File: config.mk
export PLATFORM = sky130hd
export DESIGN_NAME = axil_regfile
export DESIGN_NICKNAME = d
export VERILOG_FILES = /design/src/rtl/axil_pkg.sv /design/src/rtl/axil_hold_slot.sv /design/src/rtl/axil_regfile.sv
export SDC_FILE = /design/constraint.sdc
export NUM_CORES = 1
export LEC_CHECK = 0
export BUFFER_PORTS_ARGS = -buffer_cell sky130_fd_sc_hd__buf_4
export CAP_MARGIN = 15
export CELL_PAD_IN_SITES_DETAIL_PLACEMENT = 0
export CELL_PAD_IN_SITES_GLOBAL_PLACEMENT = 1
export CORE_AREA = 4 4 445 447
export CTS_CLUSTER_DIAMETER = 80
export DETAILED_ROUTE_END_ITERATION = 6
export DIE_AREA = 0 0 449 451
export PLACE_DENSITY = 0.37
export SLEW_MARGIN = 20
export SYNTH_ARGS = -nofsm -noshare
export SYNTH_HDL_FRONTEND = slang
export SYNTH_HIERARCHICAL = 1
export SYNTH_SLANG_ARGS = --single-unit
File: constraint.sdc
create_clock -name clk_i -period 4.3 [get_ports clk_i]
set_clock_uncertainty 0.15 [all_clocks]
set_input_delay 0.43 -clock clk_i [delete_from_list [all_inputs] [get_ports clk_i]]
set_output_delay 0.43 -clock clk_i [all_outputs]
set_load 0.005 [all_outputs]
File: src/rtl/axil_pkg.sv
// axil_pkg: shared types and helpers
// for the AXI-Lite register bank.
package axil_pkg;

  typedef enum logic [1:0] {
    RESP_OKAY   = 2'b00,
    RESP_SLVERR = 2'b10
  } resp_t;

  function automatic int unsigned addr_lsb(
    input int unsigned strb_w
  );
    return $clog2(strb_w);
  endfunction

  function automatic logic [31:0] addr_to_idx(
    input logic [63:0] addr,
    input int unsigned lsb
  );
    return 32'(addr >> lsb);
  endfunction

  function automatic logic num_regs_ok(
    input int unsigned n,
    input int unsigned aw,
    input int unsigned lsb
  );
    logic [63:0] span;
    if (aw <= lsb) return 1'b0;
    span = 64'd1 << (aw - lsb);
    return (n >= 32'd1) && (64'(n) <= span);
  endfunction

endpackage

File: src/rtl/axil_hold_slot.sv
// axil_hold_slot: one-entry holding register
// with a valid/ready push side.
module axil_hold_slot #(
  parameter int unsigned W = 8
) (
  input  logic         clk_i,
  input  logic         rstn_i,
  input  logic         push_valid,
  output logic         push_ready,
  input  logic [W-1:0] push_data,
  input  logic         pop,
  output logic         full,
  output logic [W-1:0] data
);

  logic push;

  assign push       = push_valid && !full;
  assign push_ready = !full;

  // occupancy: fill on handshake, drain on pop
  always_ff @(posedge clk_i or negedge rstn_i) begin
    if (!rstn_i) begin
      full <= 1'b0;
    end else if (pop) begin
      full <= 1'b0;
    end else if (push) begin
      full <= 1'b1;
    end
  end

  // payload is only loaded into an empty slot
  always_ff @(posedge clk_i or negedge rstn_i) begin
    if (!rstn_i) begin
      data <= '0;
    end else if (push) begin
      data <= push_data;
    end
  end

endmodule

File: src/rtl/axil_regfile.sv
// axil_regfile: parametrised AXI4-Lite slave
// register bank with RO slots and write pulses.
module axil_regfile
  import axil_pkg::*;
#(
  parameter int unsigned ADDR_WIDTH = 8,
  parameter int unsigned DATA_WIDTH = 32,
  parameter int unsigned STRB_WIDTH = DATA_WIDTH / 8,
  parameter int unsigned NUM_REGS   = 16,
  parameter logic [NUM_REGS-1:0] RO_MASK = '0,
  parameter logic [DATA_WIDTH-1:0] RESET_VAL = '0
) (
  input  logic                  clk_i,
  input  logic                  rstn_i,

  input  logic [ADDR_WIDTH-1:0] axil_awaddr,
  input  logic [2:0]            axil_awprot,
  input  logic                  axil_awvalid,
  output logic                  axil_awready,

  input  logic [DATA_WIDTH-1:0] axil_wdata,
  input  logic [STRB_WIDTH-1:0] axil_wstrb,
  input  logic                  axil_wvalid,
  output logic                  axil_wready,

  output logic [1:0]            axil_bresp,
  output logic                  axil_bvalid,
  input  logic                  axil_bready,

  input  logic [ADDR_WIDTH-1:0] axil_araddr,
  input  logic [2:0]            axil_arprot,
  input  logic                  axil_arvalid,
  output logic                  axil_arready,

  output logic [DATA_WIDTH-1:0] axil_rdata,
  output logic [1:0]            axil_rresp,
  output logic                  axil_rvalid,
  input  logic                  axil_rready,

  output logic [NUM_REGS*DATA_WIDTH-1:0] reg_o,
  input  logic [NUM_REGS*DATA_WIDTH-1:0] reg_i,
  output logic [NUM_REGS-1:0]            wr_pulse_o
);

  localparam int unsigned ADDRLSB = addr_lsb(STRB_WIDTH);
  localparam int unsigned WPW     = STRB_WIDTH + DATA_WIDTH;

  if (!num_regs_ok(NUM_REGS, ADDR_WIDTH, ADDRLSB)) begin : g_bad_regs
    $error("axil_regfile: NUM_REGS exceeds address space");
  end

  if (DATA_WIDTH != 32 && DATA_WIDTH != 64) begin : g_bad_dw
    $error("axil_regfile: DATA_WIDTH must be 32 or 64");
  end

  logic                  aw_full;
  logic [ADDR_WIDTH-1:0] aw_addr;
  logic                  w_full;
  logic [WPW-1:0]        w_payload;
  logic [STRB_WIDTH-1:0] w_strb;
  logic [DATA_WIDTH-1:0] w_data;
  logic                  commit;

  logic [31:0]           aw_idx;
  logic [31:0]           ar_idx;
  logic [NUM_REGS-1:0]   aw_sel;
  logic [NUM_REGS-1:0]   ar_sel;
  logic                  aw_ok;
  logic                  ar_hit;
  logic                  ar_fire;
  logic [DATA_WIDTH-1:0] ar_val;

  logic [NUM_REGS-1:0][DATA_WIDTH-1:0] view;

  logic                  bvalid_q;
  resp_t                 bresp_q;
  logic                  rvalid_q;
  resp_t                 rresp_q;
  logic [DATA_WIDTH-1:0] rdata_q;
  logic [NUM_REGS-1:0]   wr_pulse_q;

  logic                  unused_ok;

  axil_hold_slot #(
    .W(ADDR_WIDTH)
  ) u_aw_slot (
    .clk_i      (clk_i),
    .rstn_i     (rstn_i),
    .push_valid (axil_awvalid),
    .push_ready (axil_awready),
    .push_data  (axil_awaddr),
    .pop        (commit),
    .full       (aw_full),
    .data       (aw_addr)
  );

  axil_hold_slot #(
    .W(WPW)
  ) u_w_slot (
    .clk_i      (clk_i),
    .rstn_i     (rstn_i),
    .push_valid (axil_wvalid),
    .push_ready (axil_wready),
    .push_data  ({axil_wstrb, axil_wdata}),
    .pop        (commit),
    .full       (w_full),
    .data       (w_payload)
  );

  assign w_strb = w_payload[WPW-1:DATA_WIDTH];
  assign w_data = w_payload[DATA_WIDTH-1:0];

  // a held pair commits once the B channel can take it
  assign commit = aw_full && w_full
               && (!bvalid_q || axil_bready);

  // one-hot decode of the held write and incoming read
  always_comb begin
    aw_idx = addr_to_idx(64'(aw_addr), ADDRLSB);
    ar_idx = addr_to_idx(64'(axil_araddr), ADDRLSB);
    aw_sel = '0;
    ar_sel = '0;
    for (int i = 0; i < NUM_REGS; i++) begin
      aw_sel[i] = (aw_idx == 32'(i));
      ar_sel[i] = (ar_idx == 32'(i));
    end
    aw_ok  = |(aw_sel & ~RO_MASK);
    ar_hit = |ar_sel;
  end

  // read mux; no hit leaves the value at zero
  always_comb begin
    ar_val = '0;
    for (int i = 0; i < NUM_REGS; i++) begin
      if (ar_sel[i]) begin
        ar_val = ar_val | view[i];
      end
    end
  end

  for (genvar g = 0; g < NUM_REGS; g++) begin : g_reg
    if (RO_MASK[g]) begin : g_ro
      assign view[g] = reg_i[g*DATA_WIDTH +: DATA_WIDTH];
    end else begin : g_rw
      logic [DATA_WIDTH-1:0] q;

      // byte-strobed storage for a writable slot
      always_ff @(posedge clk_i or negedge rstn_i) begin
        if (!rstn_i) begin
          q <= RESET_VAL;
        end else if (commit && aw_sel[g]) begin
          for (int b = 0; b < STRB_WIDTH; b++) begin
            if (w_strb[b]) begin
              q[b*8 +: 8] <= w_data[b*8 +: 8];
            end
          end
        end
      end

      assign view[g] = q;
    end
  end

  assign reg_o = view;

  // B channel: load on commit, hold until bready
  always_ff @(posedge clk_i or negedge rstn_i) begin
    if (!rstn_i) begin
      bvalid_q <= 1'b0;
      bresp_q  <= RESP_OKAY;
    end else if (commit) begin
      bvalid_q <= 1'b1;
      bresp_q  <= aw_ok ? RESP_OKAY : RESP_SLVERR;
    end else if (axil_bready) begin
      bvalid_q <= 1'b0;
    end
  end

  // single-cycle strobe for the register just written
  always_ff @(posedge clk_i or negedge rstn_i) begin
    if (!rstn_i) begin
      wr_pulse_q <= '0;
    end else if (commit && aw_ok) begin
      wr_pulse_q <= aw_sel;
    end else begin
      wr_pulse_q <= '0;
    end
  end

  assign axil_arready = !rvalid_q || axil_rready;
  assign ar_fire      = axil_arvalid && axil_arready;

  // R channel: capture on AR handshake, hold while stalled
  always_ff @(posedge clk_i or negedge rstn_i) begin
    if (!rstn_i) begin
      rvalid_q <= 1'b0;
      rresp_q  <= RESP_OKAY;
      rdata_q  <= '0;
    end else if (ar_fire) begin
      rvalid_q <= 1'b1;
      rresp_q  <= ar_hit ? RESP_OKAY : RESP_SLVERR;
      rdata_q  <= ar_val;
    end else if (axil_rready) begin
      rvalid_q <= 1'b0;
    end
  end

  assign axil_bvalid = bvalid_q;
  assign axil_bresp  = bresp_q;
  assign axil_rvalid = rvalid_q;
  assign axil_rresp  = rresp_q;
  assign axil_rdata  = rdata_q;
  assign wr_pulse_o  = wr_pulse_q;

  assign unused_ok = ^{axil_awprot, axil_arprot, reg_i};

endmodule

==> results.toml, run 1 <==
[yosys]
avgSynthCellArea_um2 = 14.0
synth_cells = 1903
yosys_warnings = 6
netlist_area_mm2 = 0.0266

[worst_setup_path]
arrival_ns = 3.96
crit_fanout = 17
path_cells = "nand2_1 -> or4b_2 -> nor3_1 -> buf_4 -> nand2_1 -> mux2_2"
worstPathRequired_ns = 4.74
start_kind = "flip-flop"
r2r_slack_ns = 0.78
worstSetupPathType = "reg2reg"
end_kind = "flip-flop"
max_stage_delay_ns = 1.01
worst_path_most_repeated_cell = "nand2_1"
crit_slowest_cell = "or4b_2"

[clock_network]
cts.path.max_buffers = 3
cts_resized = 0
clock_latency_ns = 0.72
ctsHtreeMaxLevel = 3
holdBufCountCts = 50
cts_tree = "built"
numCtsBuffers = 89
numClockSinks = 608
cts_root_buf = "clkbuf_16"
post_cts_buffers = 0
clk_pin_slew_ns = 0.06

[worst_hold_path]
hold_class = "in2reg"

[placement]
gp_congestion = 0.755
numPortBuffers = 621
place_hpwl_mm = 142
placed_cell_area_mm2 = 0.0351
dp_worst_setup_slack_ns = 0.657
place_inst = 5070

[route]
viasPerCell = 3.94
drt_iter0_markers = 1103
wl_per_cell_um = 35.5
drtAntennaViolNets = 0
drc = 0
wirelength_mm = 187
firstDrtPassIters = 5
vias = 20800

[layout]
fin_nets = 3246
final_cell_area_mm2 = 0.0385
area_growth_pct = 45.1
fill_cells = 21200
stdcell_count = 5284
drive_gt1_frac = 0.549

[sta]
finalSetupViolCount = 0
hold_viol_final = 0
worst_slew_pin_slew_ns = 1.06
slew_violations = 0
slew-limit-headroom = 0.289
period_share = 0.818
rsz0062_at_grt = "false"
min_period_ns = 3.52
fmax_mhz = 284
setup_tns_ns = 0
setup_slack_ns = 0.783

[global_routing]
gr-usage-all-layers = 0.180
antenna_found_initial = 17
grt_pass1_wl_mm = 242
grt_overflow = 0
grt_pass1_vias = 22000
grt_max_degree = 87

[power_and_ir_drop]
p_sw_mw = 10.6
switching_share = 0.383
power_mw = 27.8
combPwrFrac = 0.314
clkPwrFrac = 0.269
power-per-cell-area_mw_per_mm2 = 720
cellInternalPower_mw = 17.1
seqPwrFrac = 0.418
leakagePower_nw = 18.5
vdd_drop_max_uv = 305

[floorplan]
core_mm2 = 0.194
die_width_um = 449
num_io_pins = 1146
die_h_um = 451
row_count = 162
initial_core_util = 0.137
die_area_mm2 = 0.202

[run_status]
status = "completed"

[flow_run]
cap_violations = 0
-- final timing paths --
| path | endpoint | cells past startpoint | startpoint |
|---|---|---|---|
| worst max-delay path | g_reg[3].g_rw.q[6]$_DFFE_PN0P_ | 6 | u_w_slot/full$_DFFE_PN0P_ |
| worst min-delay path | axil_rdata[2]$_DFFE_PN0P_ | 3 | axil_araddr[5] |
| worst min register to register | axil_rdata[19]$_DFFE_PN0P_ | 1 | axil_rdata[19]$_DFFE_PN0P_ |
| worst max register to register | g_reg[3].g_rw.q[6]$_DFFE_PN0P_ | 6 | u_w_slot/full$_DFFE_PN0P_ |
| min in group asynchronous | g_reg[15].g_rw.q[13]$_DFFE_PN0P_ | 2 | rstn_i |
| max in group asynchronous | g_reg[15].g_rw.q[25]$_DFFE_PN0P_ | 3 | rstn_i |
-- cells in the final DEF, fill, tap and decap left out, drive strengths merged, types with 7 or more instances in the layout --
cell type / instances
o22ai: 12
a221oi: 17
nand2b: 10
o22a: 11
a22oi: 118
mux2i: 47
nand3: 9
clkbuf: 135
a21oi: 25
o32a: 17
mux2: 572
dfrtp: 608
inv: 14
and3: 8
nor2: 48
a31oi: 7
buf: 746
nor3: 26
dlygate4sd3: 50
nand4: 19
o21ai: 13
a22o: 22
clkinv: 12
nand2: 113
-- power groups by stage --
stage | clock, mW | sequential (mW) | combinational (mW)
6_report | 7.46 | 11.6 | 8.71
5_1_grt | 7.91 | 11.9 | 9.42
4_1_cts | 7.69 | 11.6 | 9.03
3_5_place_dp | 0 | 11.7 | 8.97
3_3_place_gp | 0 | 11.7 | 8.91
2_1_floorplan | 0 | 9.86 | 3.35
-- per-layer routing --
metal / vias up / part of all wire / global-route usage
met4: 0 / 0.035 / 0.0588
met5: - / 0 / 0
met1: 11200 / 0.43 / 0.225
met3: 182 / 0.080 / 0.0652
met2: 738 / 0.46 / 0.289
li1: 8686 / - / -
-- registers in the layout, summed over array words and instances (netlist names) --
signal	flops
g.g_rw.q	512
u_w_slot/data	36
axil_rdata	32
wr_pulse_o	16
u_aw_slot/data	6
axil_bresp	1
axil_bvalid	1
axil_rresp	1
axil_rvalid	1
u_aw_slot/full	1
u_w_slot/full	1
-- critical path: cells and delay by family, from the launching register on --
family / cells / cell delay [ns]
flops: 1 / 0.43
buf+inv: 1 / 0.21
mux: 1 / 0.52
simple gates: 4 / 2.05
-- cell type report --
type                    count  area [um^2]  share of cell area
clock buffers             135         2570              0.0667
multi-input cells        1169        10900               0.283
clock inverters            25          344             0.00893
well taps                2542         3180              0.0825
inverters                   5         18.8            0.000487
flip-flops and latches    608        15200               0.395
diodes                      4         10.0            0.000260
repair buffers            796         6280               0.163
-- through the flow --
stage	utilization	hold slack, ns
CTS	0.198	0.162
finish	0.199	0.230
detailed placement	0.181	0.336
global placement	0.181	0.335
floorplan	-	-0.0156
global route	0.198	0.208
Note: power is estimated with default switching activity, not from simulation.
==> run 2, diff against run 1 <==
- CORE_AREA: 4 4 445 447 -> 4 4 449 451
- DIE_AREA: 0 0 449 451 -> 0 0 453 455
- PLACE_DENSITY: 0.37 -> 0.36
- clock period: 4.3 -> 3.4 ns (I/O delays scaled with it)
==> results.toml, run 2 (synthesis results as in run 1) <==
[layout]
final_cell_mix = "774 x buf_4, 608 x dfrtp_1, 505 x mux2_2"
fin_nets = 3303
fill_cells = 21600
layout_commonest_cell = "buf_4"
area_growth_pct = 47.5
max_flop_register = "g.g_rw.q"
fin_util = 0.199
drive_gt1_frac = 0.557
largest_reg_flops = 512

[clock_network]
cts.path.max_buffers = 3
cts_root_buf = "clkbuf_16"
ctsHtreeMaxLevel = 3
clock_latency_ns = 0.71
cts_tree = "built"
clk_pin_slew_ns = 0.06
numCtsBuffers = 87
numClockSinks = 608
post_cts_buffers = 0

[worst_setup_path]
r2r_slack_ns = 0.19
worstPathRequired_ns = 3.84
arrival_ns = 3.65
cp_num_buf_inv = 2
cpLargestDelayFamily = "simple AND/OR/NAND/NOR gates"
worstSetupPathType = "reg2reg"
path_cells = "nand2_1 -> or4b_2 -> buf_12 -> nor3_4 -> buf_4 -> nand2_2 -> mux2_2"
crit_slowest_cell = "or4b_2"
reg2reg_to = "g_reg[7].g_rw.q[23]$_DFFE_PN0P_"
end_kind = "flip-flop"
r2r_start = "u_w_slot/full$_DFFE_PN0P_"
max_stage_delay_ns = 0.68
crit_fanout = 25
start_kind = "flip-flop"
rr_worst_depth = 7

[route]
vias = 21000
firstDrtPassIters = 4
wirelength_mm = 189
drtAntennaViolNets = 0
drc = 0
wl_per_cell_um = 34.7
viasPerCell = 3.86
drt_iter0_markers = 1246

[floorplan]
die_area_mm2 = 0.206
row_count = 163
core_mm2 = 0.197
die_h_um = 455
initial_core_util = 0.135
num_io_pins = 1146
die_width_um = 453

[global_routing]
antenna_found_initial = 13
grt_max_degree = 72
grt_overflow = 0
grt_pass1_vias = 22200
gr-usage-all-layers = 0.178
grt_pass1_wl_mm = 241

[run_status]
status = "completed"

[flow_run]
cap_violations = 0

[power_and_ir_drop]
leakagePower_nw = 18.7
power-per-cell-area_mw_per_mm2 = 896
vdd_drop_max_uv = 398

[sta]
min_period_ns = 3.21
setup_tns_ns = 0
setup_slack_ns = 0.193
slew_violations = 0
hold_viol_final = 0
fmax_mhz = 312
worst_slew_pin_slew_ns = 0.996
rsz0062_at_grt = "false"
period_share = 0.943
finalSetupViolCount = 0
slew-limit-headroom = 0.336

[placement]
place_hpwl_mm = 145
numPortBuffers = 621
gp_congestion = 0.769
dp_worst_setup_slack_ns = 0.152

[worst_hold_path]
hold_class = "in2async"
-- run 2: report_power, final --
part	internal [mW]	switching [mW]	total, mW
Clock	5.41	3.83	9.24
Sequential	10.1	4.73	14.9
Combinational	6.11	4.89	11.0
-- run 2: worst max path at each step --
stage / end / cells past startpoint / startpoint
finish: g_reg[7].g_rw.q[23]$_DFFE_PN0P_ / 7 / u_w_slot/full$_DFFE_PN0P_
global route: g_reg[14].g_rw.q[21]$_DFFE_PN0P_ / 7 / u_w_slot/full$_DFFE_PN0P_
CTS: g_reg[14].g_rw.q[19]$_DFFE_PN0P_ / 7 / u_w_slot/full$_DFFE_PN0P_
detailed placement: g_reg[14].g_rw.q[21]$_DFFE_PN0P_ / 7 / u_w_slot/full$_DFFE_PN0P_
global placement: g_reg[14].g_rw.q[21]$_DFFE_PN0P_ / 7 / u_w_slot/full$_DFFE_PN0P_
floorplan: g_reg[15].g_rw.q[25]$_DFFE_PN0P_ / 7 / u_aw_slot/full$_DFFE_PN0P_
-- run 2: layer usage --
layer  share of wire  GRT usage
met1            0.43      0.227
met2            0.47      0.292
met3           0.067     0.0525
met4           0.030     0.0528
met5               0          0
-- run 2: worst reg2reg max path, cell delays in order (launching register included) --
cell,delay (ns)
dfrtp_1,0.43
nand2_1,0.12
or4b_2,0.68
buf_12,0.21
nor3_4,0.51
buf_4,0.21
nand2_2,0.32
mux2_2,0.44
-- run 2: metrics by stage --
step	power (mW)	std cells	hold WS (ns)	area [um^2]
after global routing	36.9	5435	0.102	39200
after global placement	26.1	5219	0.292	35700
final	35.1	5440	0.0481	39200
after floorplan	16.7	1904	-0.106	26600
after detailed placement	26.2	5221	0.292	35800
after CTS	35.8	5431	0.105	39200
-- run 2: area by class of cell --
type / count / area, um^2 / share of cell area
Inverter: 5 / 18.8 / 0.000479
Antenna cell: 9 / 22.5 / 0.000575
Tap cell: 2640 / 3300 / 0.0843
Sequential cell: 608 / 15200 / 0.388
Clock buffer: 128 / 2500 / 0.0639
Clock inverter: 26 / 304 / 0.00776
Timing Repair Buffer: 855 / 6880 / 0.176
Multi-Input combinational cell: 1169 / 10900 / 0.279
-- run 2: timing repair --
item                                    in CTS  in global routing
endpoints found under the hold margin       93                  0
resized for setup                            0                  0
endpoints found under the setup margin       0                  0
hold buffers                                56                  0
==> run 3, diff against run 2 <==
- CORE_AREA: 4 4 449 451 -> 4 4 448 450
- DIE_AREA: 0 0 453 455 -> 0 0 452 454
- SYNTH_HIERARCHICAL: 1 -> default
==> results.toml, run 3 <==
[yosys]
netlist_area_mm2 = 0.0265
yosys_warnings = 0
ys_top_cells_by_count = "608 x dfrtp_1, 571 x mux2_2, 89 x nand2_1, 83 x a22oi_1, 69 x mux2i_1"
ys_seq_elements = 608
synth_most_common_cell = "dfrtp_1"
synthTopCellsByArea = "dfrtp_1 57%, mux2_2 24%, mux2i_1 2.6%"
async_flop_share = 1.00
synth_seq_area_share = 0.575
synth_cells = 1890
synth_top_area_frac = 0.575
yosysTopAreaCell = "dfrtp_1"
avgSynthCellArea_um2 = 14.0
synth_edf_count = 0
ys.flop_type = "dfrtp_1"
synth_cell_types = 62

[layout]
final_cell_mix = "780 x buf_4, 608 x dfrtp_1, 571 x mux2_2"
max_flop_register = "g.g_rw.q"
fin_nets = 3293
fin_util = 0.198
final_cell_area_mm2 = 0.0389
layout_commonest_cell = "buf_4"
drive_gt1_frac = 0.566
area_growth_pct = 46.9
largest_reg_flops = 512

[worst_setup_path]
worstSetupPathType = "reg2reg"
start_kind = "flip-flop"
worst_path_most_repeated_cell = "buf_4"
max_stage_delay_ns = 0.52
crit_fanout = 5
cpLargestDelayFamily = "simple AND/OR/NAND/NOR gates"
end_kind = "flip-flop"
path_cells = "nor2_1 -> nand4_1 -> buf_4 -> nor2_2 -> nand2_1 -> buf_4 -> mux2_2"
crit_slowest_cell = "nor2_2"
arrival_ns = 3.07
worstPathRequired_ns = 3.83
cp_num_buf_inv = 2

[sta]
worst_slew_pin_slew_ns = 1.12
min_period_ns = 2.63
hold_viol_final = 0
period_share = 0.775
rsz0062_at_grt = "false"
slew-limit-headroom = 0.254
finalSetupViolCount = 0
slew_violations = 0
fmax_mhz = 380
setup_tns_ns = 0

[clock_network]
cts_tree = "built"
ctsHtreeMaxLevel = 3
numClockSinks = 608
cts_root_buf = "clkbuf_16"
cts_resized = 0
numCtsBuffers = 88
clock_latency_ns = 0.69
post_cts_buffers = 0
cts.path.max_buffers = 3
clk_pin_slew_ns = 0.06

[placement]
placed_cell_area_mm2 = 0.0355
place_hpwl_mm = 145
gp_congestion = 0.758
numPortBuffers = 621

[global_routing]
grt_overflow = 0
grt_pass1_wl_mm = 242
antenna_found_initial = 22
grt_max_degree = 80
gr-usage-all-layers = 0.181
grt_pass1_vias = 22000

[route]
wl_per_cell_um = 35.1
drt_iter0_markers = 1259
drc = 0
wirelength_mm = 190
firstDrtPassIters = 5
drtAntennaViolNets = 0
viasPerCell = 3.86
vias = 20900

[floorplan]
row_count = 163
initial_core_util = 0.135
die_area_mm2 = 0.205
core_mm2 = 0.197
die_h_um = 454
die_width_um = 452
num_io_pins = 1146

[power_and_ir_drop]
leakagePower_nw = 18.6
power_mw = 35.0
power-per-cell-area_mw_per_mm2 = 900
vdd_drop_max_uv = 344

[flow_run]
cap_violations = 0

[worst_hold_path]
hold_class = "in2async"

[run_status]
status = "completed"
==> run 3: changes by cell type in the layout (fill, tap and decap cells not counted), sizes merged, moves of 6 or more <==
cell	before	now
nor2	48	61
nand3	9	18
nor3	26	35
mux2i	47	69
a22o	22	12
a222oi	5	11
dlygate4sd3	56	48
o22ai	12	6
nand2	113	105
and3	8	0
clkbuf	128	134
a22oi	118	83
==> run 3: cells by family after synthesis <==
logic type      after synthesis  share of synthesized area
mux                         650                      0.277
other cells                   1                   0.000142
flops                       608                      0.575
simple gates                270                     0.0536
buf+inv                     117                     0.0220
compound gates              244                     0.0720
==> run 3: final timing paths <==
kind / start / to / slack [ns] / cells after the start
min in group clk_i: axil_araddr[6] / axil_rresp[1]$_DFFE_PN0P_ / 0.11 / 4
setup / recovery: u_aw_slot.data[7]$_DFFE_PN0P_ / g_reg[6].g_rw.q[31]$_DFFE_PN0P_ / 0.77 / 7
hold / removal: rstn_i / g_reg[2].g_rw.q[26]$_DFFE_PN0P_ / 0.06 / 2
hold reg to reg: axil_rdata[15]$_DFFE_PN0P_ / axil_rdata[15]$_DFFE_PN0P_ / 0.35 / 1
setup reg to reg: u_aw_slot.data[7]$_DFFE_PN0P_ / g_reg[6].g_rw.q[31]$_DFFE_PN0P_ / 0.77 / 7
max in group asynchronous: rstn_i / u_aw_slot.data[4]$_DFFE_PN0P_ / 1.95 / 4
==> run 3: worst reg2reg max path, delay by kind of cell, from the launching register on <==
kind / cells / cell delay, ns
flip-flops: 1 / 0.37
multiplexers: 1 / 0.29
buffers and inverters: 2 / 0.46
AND/OR/NAND/NOR: 4 / 1.26
==> run 3: cell type report <==
cell class | count | area [um^2]
diodes | 5 | 12.5
clock buffers | 134 | 2610
clock inverters | 24 | 262
fillers | 21500 | 158000
inverters | 4 | 15.0
multi-input cells | 1166 | 10800
flip-flops and latches | 608 | 15200
well taps | 2640 | 3300
repair buffers | 848 | 6730
==> run 3: through the flow <==
| step | cells | hold slack, ns | setup WS (ns) |
|---|---|---|---|
| 4_1_cts | 5424 | 0.0252 | 0.654 |
| 6_report | 5429 | 0.0631 | 0.765 |
| 5_1_grt | 5425 | 0.0726 | 0.595 |
| 3_3_place_gp | 5218 | 0.199 | 0.149 |
| 3_5_place_dp | 5218 | 0.203 | 0.164 |
| 2_1_floorplan | 1891 | -0.106 | 1.38 |
==> run 3: what timing repair did <==
item,4_1_cts,5_1_grt
endpoints found under the setup margin,0,0
hold buffers,48,0
hold endpoints to repair,364,0
==> run 3: layer usage <==
layer / share of wire / GRT usage
met4: 0.027 / 0.0508
met2: 0.47 / 0.295
met5: 0 / 0
met1: 0.42 / 0.226
met3: 0.083 / 0.0614
==> run 3: power breakdown <==
| part | total [mW] | internal [mW] | switching, mW |
|---|---|---|---|
| clock network | 9.33 | 5.52 | 3.81 |
| registers | 15.1 | 10.2 | 4.90 |
| logic | 10.6 | 5.99 | 4.62 |
